<file path="src/rtl/mult_acc128.sv">
// mult_acc128: sums LEN consecutive 128-bit products into an AW-bit accumulator.
// Optional macro ACC_SAT_EN: clamp the accumulator to all ones on carry instead of wrapping.
module mult_acc128 #(
   parameter int PW  = 128,
   parameter int AW  = 136,
   parameter int LEN = 4,
   parameter int CW  = $clog2(LEN) + 1
) (
   input  logic          clk,
   input  logic          rst_n,
   input  logic          start,
   input  logic          in_valid,
   output logic          in_ready,
   input  logic [PW-1:0] prod,
   output logic          out_valid,
   input  logic          out_ready,
   output logic [AW-1:0] acc_out,
   output logic          ovf,
   output logic          busy
);

   typedef enum logic [1:0] {
      IDLE = 2'd0,
      ACC  = 2'd1,
      DONE = 2'd2
   } state_t;

   state_t        state_q, state_d;
   logic [AW-1:0] acc_q, acc_d;
   logic [CW-1:0] cnt_q, cnt_d;
   logic          ovf_q, ovf_d;
   logic [AW:0]   sum;

   // Extra top bit of the sum is the carry out of the accumulator.
   assign sum = {1'b0, acc_q} + {{(AW + 1 - PW){1'b0}}, prod};

   // Handshake flags decode straight from the state register.
   assign in_ready  = (state_q == ACC);
   assign out_valid = (state_q == DONE);
   assign busy      = (state_q != IDLE);
   assign acc_out   = acc_q;
   assign ovf       = ovf_q;

   // Next-state and datapath update.
   always_comb begin
      state_d = state_q;
      acc_d   = acc_q;
      cnt_d   = cnt_q;
      ovf_d   = ovf_q;
      unique case (state_q)
         IDLE: begin
            if (start) begin
               acc_d   = '0;
               cnt_d   = '0;
               ovf_d   = 1'b0;
               state_d = ACC;
            end
         end
         ACC: begin
            if (in_valid) begin
               cnt_d = cnt_q + CW'(1);
               ovf_d = ovf_q | sum[AW];
`ifdef ACC_SAT_EN
               // Once clamped, any further add carries again, so it stays clamped.
               acc_d = sum[AW] ? '1 : sum[AW-1:0];
`else
               acc_d = sum[AW-1:0];
`endif
               if (cnt_q == CW'(LEN - 1)) begin
                  state_d = DONE;
               end
            end
         end
         DONE: begin
            if (out_ready) begin
               if (start) begin
                  acc_d   = '0;
                  cnt_d   = '0;
                  ovf_d   = 1'b0;
                  state_d = ACC;
               end else begin
                  state_d = IDLE;
               end
            end
         end
         default: begin
            state_d = IDLE;
         end
      endcase
   end

   // State and datapath registers.
   always_ff @(posedge clk or negedge rst_n) begin
      if (!rst_n) begin
         state_q <= IDLE;
         acc_q   <= '0;
         cnt_q   <= '0;
         ovf_q   <= 1'b0;
      end else begin
         state_q <= state_d;
         acc_q   <= acc_d;
         cnt_q   <= cnt_d;
         ovf_q   <= ovf_d;
      end
   end

endmodule

</file>
<file path="config.mk">
export PLATFORM = sky130hd
export DESIGN_NAME = mult_acc128
export DESIGN_NICKNAME = d
export VERILOG_FILES = /design/src/rtl/mult_acc128.sv
export SDC_FILE = /design/constraint.sdc
export NUM_CORES = 1
export LEC_CHECK = 0
export CAP_MARGIN = 20
export CORE_AREA = 3 3 158 160
export CTS_CLUSTER_SIZE = 20
export DETAILED_ROUTE_END_ITERATION = 8
export DIE_AREA = 0 0 161 163
export GPL_TIMING_DRIVEN = 0
export MAX_ROUTING_LAYER = met4
export PLACE_DENSITY = 0.93
export REMOVE_ABC_BUFFERS = 1
export SLEW_MARGIN = 20
export SYNTH_ARGS = -nofsm -noshare
export SYNTH_HDL_FRONTEND = slang
export SYNTH_SLANG_ARGS = --single-unit
</file>
<file path="constraint.sdc">
create_clock -name clk -period 5.6 [get_ports clk]
set_clock_uncertainty 0.15 [all_clocks]
set_input_delay 0.84 -clock clk [delete_from_list [all_inputs] [get_ports clk]]
set_output_delay 0.84 -clock clk [all_outputs]
set_load 0.01 [all_outputs]
</file>
==> results of run 1 <==
==> worst max-delay path by stage <==
stage	start	end	slack, ps	depth (start not counted)
3_5_place_dp	prod[24]	acc_out[123]	320	14
2_1_floorplan	in_valid	acc_out[122]	-770	4
4_1_cts	prod[24]	acc_out[123]	760	14
6_report	prod[24]	acc_out[123]	570	14
5_1_grt	prod[24]	acc_out[123]	480	14
3_3_place_gp	in_valid	acc_out[122]	-4930	5
==> cell type report <==
| type | count | area (um^2) | share of cell area, % |
|---|---|---|---|
| well taps | 319 | 399 | 2.31 |
| clock inverters | 14 | 159 | 0.921 |
| multi-input cells | 1517 | 9660 | 56.0 |
| inverters | 41 | 154 | 0.892 |
| clock buffers | 18 | 439 | 2.54 |
| diodes | 8 | 20.0 | 0.116 |
| repair buffers | 278 | 2870 | 16.6 |
| flip-flops and latches | 142 | 3550 | 20.6 |
==> critical path: stages <==
cell and delay, ps:
clkdlybuf4s50_1 410, ha_1 420, a21oi_1 350, o21ai_0 130, a221o_1 340, o21ai_0 380, nand3_1 210, o2111ai_1 440
a211oi_2 210, a211o_1 390, a41o_1 390, a31oi_2 320, mux2i_1 250, nand3_1 100
==> layer usage <==
layer	routed length, um	GRT usage [%]
met5	0	-
met4	1610	14.5
met3	3940	4.60
met2	21000	54.6
met1	19400	47.0
==> per-stage QoR <==
step           power (mW)  hold slack, ps  std cells  util, %  worst slack, ps
3_5_place_dp         9.07             349       2297     70.7              323
4_1_cts              10.3             242       2329     73.2              756
2_1_floorplan        6.59             300       1700        -             -767
3_3_place_gp         8.88             312       2291     70.0            -4930
6_report             10.4             198       2337     73.3              566
5_1_grt              11.2             253       2337     73.3              484
==> kinds of logic after synthesis <==
group | share of synthesized area [%]
AO/OA/AOI/OAI | 30.7
XOR/XNOR | 7.65
adder cells (fa/ha/maj) | 12.0
buffers and inverters | 3.95
flip-flops | 25.9
multiplexers | 0.219
AND/OR/NAND/NOR | 19.7
==> sequential cells by signal (all words and copies together) (netlist names) <==
name     cells
acc_out    136
cnt_q        3
ovf          1
state_q      2
==> where the power goes <==
group          switching [mW]  total [mW]  internal, mW
Combinational            4.25        7.33          3.08
Clock                   0.511        1.19         0.678
Sequential              0.419        1.92          1.50
==> cells in the mapped netlist (29+ instances only) <==
master,n
nand2_1,277
o21ai_0,211
a21oi_1,199
dfrtp_1,142
ha_1,130
nor2_1,112
xnor2_1,70
a21o_1,68
clkbuf_1,63
nand4_1,59
xor2_1,50
inv_1,41
o21bai_1,37
nand3_1,29
==> out/results.txt, run 1 <==
Largest cells by area after synthesis - dfrtp_1 (26%), ha_1 (12%), o21ai_0 (7.7%)
IO Pins - 273
Tcrit/Tclk final - 89.9%
Cts hold-fix bufs - 0
DRT antenna net count - 0
WP data arrival - 5200 ps
Clock sink count - 142
Pleak - 7.37 nW
Mapped Cells - 1794
Setup bufs post-CTS - 0
Port-buffer cells - 272
Die X-Extent - 161 um
Global-route usage over all layers - 35.3%
Die Height - 163 um
Via density - 6.36
R2R Path Start - acc_out[24]
Clock Pin Slew Worst Setup and Hold Paths - 80 ps
P&R area growth vs syn - 25.6%
First-pass GRT wire length - 73.8 mm
Most common cell after layout, fill and taps aside - nand2_1
Status - finished clean
Post-route cell area - 17300 um^2
Core ar. - 23500 um^2
DR WL/cell - 19.7 um
Hold crit path type - input port to asynchronous set/reset pin
CTS tree - yes
Synth Flop Type - dfrtp_1
PostCTS Resize Cnt - 0
Layout cell share with drive strength beyond 1 - 4.03%
Starting Density - 58.4%
WS Path Type - input port to flop
Asr flop ratio synth - 100%
Gpl congestion - 0.970
# H-tree levels - 4
Final #Nets - 2261
Placed cell area - 16600 um^2
R2R depth - 13
First-pass DRT Iterations - 6
DPL Wire Length - 35.7 mm
Row cnt - 56
Yosys top cell by area - dfrtp_1
Reg-to-reg slack, setup - 1000 ps
Least-Margin Pin Slew - 861 ps
Endpoints failing setup - 0
Avg Cell Area, Syn - 7.66 um^2
Grt ovf - 0
MaxCap Viol Count - 0
Largest net degree at the start of global routing - 75
Unrepaired setup endpoints after global routing - no
Fill cell count - 1879
Post-synth EDFFs - 0
Via count - 14858
Fin crit period - 5030 ps
Worst-case clock buffer depth - 2
Hold Vio Cnt, Final - 0
CP required - 5770 ps
Power per cell area - 605 nW/um^2
Most frequent cells in the layout - nand2_1 (276), clkdlybuf4s50_1 (271), o21ai_0 (211)
Synthesized flop and latch total - 142
RR Endpoint - acc_out[123]
DRC - 0
Distinct cells, synth - 82
Setup_tns - 0 ps
FMAX - 199 MHz
Slew HR - 42.1%
DIE AREA - 26200 um^2
Post-synth top area share - 25.9%
Peak VDD IR - 0.000299 V
CP startpoint kind - input port
Final WL - 46.0 mm
Cell Area, Synth - 13700 um^2
Yosys Warn Count - 0
Clk root buf - clkbuf_16
Endpoint class of the critical path - flop
Max-slew violations - 0
Clock insertion delay at the later pin of the skew report - 440 ps
Initial DRC Count - 1546
TritonCTS buffer count - 17
Crit-path max FO - 6
Vias in the first global route - 14260
Register area share after synthesis - 25.9%
Antenna violations before repair - 8
(Power assumes the default switching activity.)
==> run 2: changes to the inputs <==
- CORE_AREA: 3 3 158 160 -> 3 3 179 181
- DIE_AREA: 0 0 161 163 -> 0 0 182 184
- PLACE_DENSITY: 0.93 -> 0.76
==> run 2 against run 1 <==
Net effect:
- die area up 28%
- first-iteration DRC count down 22%
- highest routed layer unchanged
- global-route usage down 6.9 points
- sequential share of layout area down 0.13 points
- utilization down 17 points
- non-clock buffer count up 1
- clock-buffer cell count down 1
- critical endpoint unchanged
- critical path depth unchanged
- register-to-register slack better by 120 ps
- largest cell class unchanged
- worst setup slack better by 170 ps
- fmax up 3.5%
==> out/results.txt, run 2 (synthesized netlist as in run 1, its figures left out) <==
Slew HR - 47.5%
FMAX - 206 MHz
Port-buffer cells - 272
Most common cell after layout, fill and taps aside - nand2_1
Vias in the first global route - 13854
WS Path Type - input port to flop
Clock power frac - 11.2%
Starting Density - 44.9%
Most frequent cells in the layout - nand2_1 (276), clkdlybuf4s50_1 (271), o21ai_0 (211)
TritonCTS buffer count - 17
Antenna violations before repair - 6
Crit-path max FO - 6
Die X-Extent - 182 um
IO Pins - 273
Largest net degree at the start of global routing - 76
Core ar. - 30600 um^2
Endpoint class of the critical path - flop
Internal - 5.22 mW
Clock sink count - 142
WP data arrival - 5040 ps
PostCTS Resize Cnt - 0
Max-slew violations - 0
Clock insertion delay at the later pin of the skew report - 460 ps
Row cnt - 64
Fill cell count - 2902
DRC - 0
Worst-case clock buffer depth - 2
DIE AREA - 33500 um^2
Gpl congestion - 0.944
Net Sw Frac - 49.8%
Crit path cell chain - clkdlybuf4s50_1 > ha_1 > a21oi_1 > o21ai_0 > a221o_1 > o21ai_0 > nand3_1 > o2111ai_1 > a211oi_2 > a211o_1 > a41o_1 > a31oi_2 > mux2i_1 > nand3_1
First-pass DRT Iterations - 6
RR Endpoint - acc_out[123]
First-pass GRT wire length - 75.0 mm
Slowest stage delay, CP - 430 ps
# H-tree levels - 4
DRT antenna net count - 0
Status - finished clean
Fin crit period - 4860 ps
Hold crit path type - input port to asynchronous set/reset pin
P&R area growth vs syn - 26.3%
Final WL - 46.9 mm
Slowest library cell on the worst path - o2111ai_1
Total Power Consumption - 10.4 mW
Power per cell area - 599 nW/um^2
Via count - 14473
Peak VDD IR - 0.000320 V
Setup_tns - 0 ps
Grt ovf - 0
Max reg flops - 136
MaxCap Viol Count - 0
Reg-to-reg slack, setup - 1120 ps
WHS - 171 ps
DR WL/cell - 19.4 um
Pleak - 7.39 nW
Reg power frac - 18.4%
CP required - 5780 ps
Via density - 6.00
Global-route usage over all layers - 28.4%
Unrepaired setup endpoints after global routing - no
CP startpoint kind - input port
Clock Pin Slew Worst Setup and Hold Paths - 60 ps
R2R depth - 13
DPL Wire Length - 37.0 mm
Initial DRC Count - 1207
Cts hold-fix bufs - 0
Layout cell share with drive strength beyond 1 - 4.08%
P_sw - 5.17 mW
Comb power frac - 70.4%
Hold Vio Cnt, Final - 0
Endpoints failing setup - 0
Die Height - 184 um
Least-Margin Pin Slew - 781 ps
Final #Nets - 2262
CTS tree - yes
Clk root buf - clkbuf_16
Tcrit/Tclk final - 86.9%
Setup bufs post-CTS - 0
R2R Path Start - acc_out[24]
[run 2: changes by cell type in the layout (fill, tap and decap cells not counted), moves of 2 or more]
cell	previous run	this run
buf_16	3	5
clkinv_4	2	5
clkinvlp_4	4	1
diode_2	8	6
[run 2: metal layers]
| layer | routed length [um] | track usage (%) | vias up | part of all wire [%] |
|---|---|---|---|---|
| met4 | 1440 | 10.1 | 0 | 3.1 |
| met3 | 2880 | 4.29 | 84 | 6.1 |
| met2 | 20900 | 42.5 | 531 | 45 |
| met5 | 0 | - | - | 0 |
| met1 | 21700 | 39.2 | 6878 | 46 |
| li1 | - | - | 6980 | - |
[run 2: worst max-delay path by stage]
stage	cells after the start	startpoint	slack, ps	endpoint
2_1_floorplan	4	in_valid	-770	acc_out[122]
3_3_place_gp	5	in_valid	-5430	acc_out[122]
3_5_place_dp	14	prod[24]	420	acc_out[123]
4_1_cts	14	prod[24]	870	acc_out[123]
5_1_grt	14	prod[24]	580	acc_out[123]
6_report	14	prod[24]	740	acc_out[123]
[run 2: final cells by class]
| cell class | count | area, um^2 | area share (%) |
|---|---|---|---|
| clock buffers | 17 | 425 | 2.45 |
| clock inverters | 15 | 153 | 0.879 |
| multi-input cells | 1517 | 9660 | 55.6 |
| well taps | 396 | 495 | 2.85 |
| inverters | 41 | 154 | 0.886 |
| flip-flops and latches | 142 | 3550 | 20.5 |
| repair buffers | 279 | 2910 | 16.7 |
| diodes | 6 | 15.0 | 0.0865 |
[run 2: power by group through the flow]
| stage | combinational [mW] | sequential [mW] | clock [mW] |
|---|---|---|---|
| floorplan | 4.55 | 2.04 | 0 |
| global placement | 7.10 | 1.92 | 0 |
| detailed placement | 7.20 | 1.93 | 0 |
| CTS | 7.25 | 1.91 | 1.19 |
| global route | 8.08 | 1.98 | 1.22 |
| finish | 7.32 | 1.91 | 1.17 |
[run 2: through the flow]
| step | instances | util, % | instance area [um^2] | setup slack, ps |
|---|---|---|---|---|
| after floorplan | 1700 | - | 13400 | -767 |
| after CTS | 2407 | 56.7 | 17300 | 873 |
| final | 2413 | 56.8 | 17400 | 736 |
| after global routing | 2413 | 56.8 | 17400 | 577 |
| after detailed placement | 2375 | 54.8 | 16800 | 415 |
| after global placement | 2368 | 54.2 | 16600 | -5430 |
[run 2: worst max-delay path: cells and delay by family]
family | cells | cell delay (ps)
simple gates | 2 | 280
mux | 1 | 240
fa+ha+maj | 1 | 390
buf+inv | 1 | 400
compound gates | 9 | 2880
==> run 3: changes to the inputs <==
- CORE_AREA: 3 3 179 181 -> 3 3 190 192
- DIE_AREA: 0 0 182 184 -> 0 0 193 195
- PLACE_DENSITY: 0.76 -> 0.69
==> run 3 against run 2 <==
Net effect:
- sequential power about the same
- clock power about the same
- highest routed layer unchanged
- sequential share of layout area fell by 0.092 points
- register-to-register slack got worse by 140 ps
- critical path depth did not move
- power increased by 0.33%
- critical endpoint unchanged
- worst hold slack better by 25 ps
- clock-buffer cell count increased by 1
- final cell count up 2.3%
==> out/results.txt, run 3 (synthesized netlist as in run 1, its figures left out) <==
Status - finished clean
Power per cell area - 598 nW/um^2
TritonCTS buffer count - 17
DRT antenna net count - 0
Global-route usage over all layers - 25.9%
R2R Path Start - acc_out[24]
Internal - 5.27 mW
Max reg flops - 136
WS Path Type - input port to flop
Final #Nets - 2262
Largest net degree at the start of global routing - 73
DRC - 0
# H-tree levels - 4
Row cnt - 68
Layout cell share with drive strength beyond 1 - 4.08%
Reg power frac - 18.3%
Port-buffer cells - 272
R2R depth - 13
Most common cell after layout, fill and taps aside - nand2_1
Grt ovf - 0
Final WL - 47.9 mm
Fill cell count - 3449
MaxCap Viol Count - 0
Hold Vio Cnt, Final - 0
Antenna violations before repair - 3
Via count - 14260
Most frequent cells in the layout - nand2_1 (276), clkdlybuf4s50_1 (271), o21ai_0 (211)
Slowest library cell on the worst path - o21ai_0
IO Pins - 273
DR WL/cell - 19.4 um
DIE AREA - 37600 um^2
P&R area growth vs syn - 26.9%
Placed cell area - 16900 um^2
Starting Density - 39.8%
Vias in the first global route - 13867
Util after Layout - 50.5%
Gpl congestion - 0.901
Initial DRC Count - 1161
CP startpoint kind - input port
Least-Margin Pin Slew - 874 ps
Clock Pin Slew Worst Setup and Hold Paths - 60 ps
Fin crit period - 5020 ps
PostCTS Resize Cnt - 0
RR Endpoint - acc_out[123]
FMAX - 199 MHz
Tcrit/Tclk final - 89.6%
Post-route cell area - 17400 um^2
Crit-path max FO - 6
WHS - 196 ps
Slowest stage delay, CP - 440 ps
Reg-to-reg slack, setup - 980 ps
First-pass GRT wire length - 76.0 mm
Endpoints failing setup - 0
Slew HR - 41.2%
Peak VDD IR - 0.000252 V
CTS tree - yes
P_sw - 5.16 mW
Clock power frac - 11.2%
Clock sink count - 142
Core ar. - 34500 um^2
CP required - 5780 ps
Via density - 5.78
Die Height - 195 um
WP data arrival - 5200 ps
Crit path cell chain - clkdlybuf4s50_1 > ha_1 > a21oi_1 > o21ai_0 > a221o_1 > o21ai_0 > nand3_1 > o2111ai_1 > a211oi_2 > a211o_1 > a41o_1 > a31oi_2 > mux2i_1 > nand3_1
Net Sw Frac - 49.5%
Die X-Extent - 193 um
Clock insertion delay at the later pin of the skew report - 450 ps
Cts hold-fix bufs - 0
DPL Wire Length - 37.7 mm
Clk root buf - clkbuf_16
First-pass DRT Iterations - 7
Max-slew violations - 0
Endpoint class of the critical path - flop
Worst-case clock buffer depth - 2
Setup bufs post-CTS - 0
Comb power frac - 70.4%
Hold crit path type - input port to asynchronous set/reset pin
Unrepaired setup endpoints after global routing - no
Pleak - 7.38 nW
==> run 3: how the worst max path moves through the flow <==
stage / startpoint / to / slack [ps] / cells past startpoint
after floorplan: in_valid / acc_out[122] / -770 / 4
after global placement: in_valid / acc_out[122] / -5630 / 5
after detailed placement: prod[24] / acc_out[119] / 290 / 14
after CTS: prod[24] / acc_out[119] / 740 / 14
after global routing: prod[24] / acc_out[123] / 540 / 14
final: prod[24] / acc_out[123] / 580 / 14
==> run 3: worst max-delay path, delay by kind of cell <==
family / cells / cell delay (ps)
compound gates: 9 / 3010
fa+ha+maj: 1 / 380
buf+inv: 1 / 410
mux: 1 / 260
simple gates: 2 / 280
==> run 3: layer usage <==
| layer | up-vias | global-route usage, % | share of wire, % |
|---|---|---|---|
| met4 | 0 | 7.58 | 2.6 |
| met1 | 6767 | 36.5 | 47 |
| met3 | 66 | 3.52 | 5.5 |
| met2 | 464 | 38.8 | 45 |
| li1 | 6963 | - | - |
| met5 | - | - | 0 |
==> run 3: power groups by stage <==
stage	clock [mW]	sequential [mW]	combinational, mW
CTS	1.20	1.92	7.29
detailed placement	0	1.93	7.24
global route	1.24	1.98	8.09
finish	1.17	1.91	7.34
floorplan	0	2.04	4.55
global placement	0	1.92	7.15
==> run 3: cell type report <==
cell class,instances,area [um^2],share of cell area [%]
diodes,3,7.51,0.0430
clock buffers,18,439,2.52
clock inverters,14,144,0.825
inverters,41,154,0.882
multi-input cells,1517,9660,55.4
flip-flops and latches,142,3550,20.4
well taps,455,569,3.26
repair buffers,279,2910,16.7
==> run 3: per-stage QoR <==
stage          cells  TNS (ps)  setup slack [ps]  power [mW]
2_1_floorplan   1700    -26730              -767        6.59
3_3_place_gp    2427  -1036420             -5630        9.07
3_5_place_dp    2434         0               287        9.17
4_1_cts         2466         0               739        10.4
5_1_grt         2469         0               537        11.3
6_report        2469         0               583        10.4
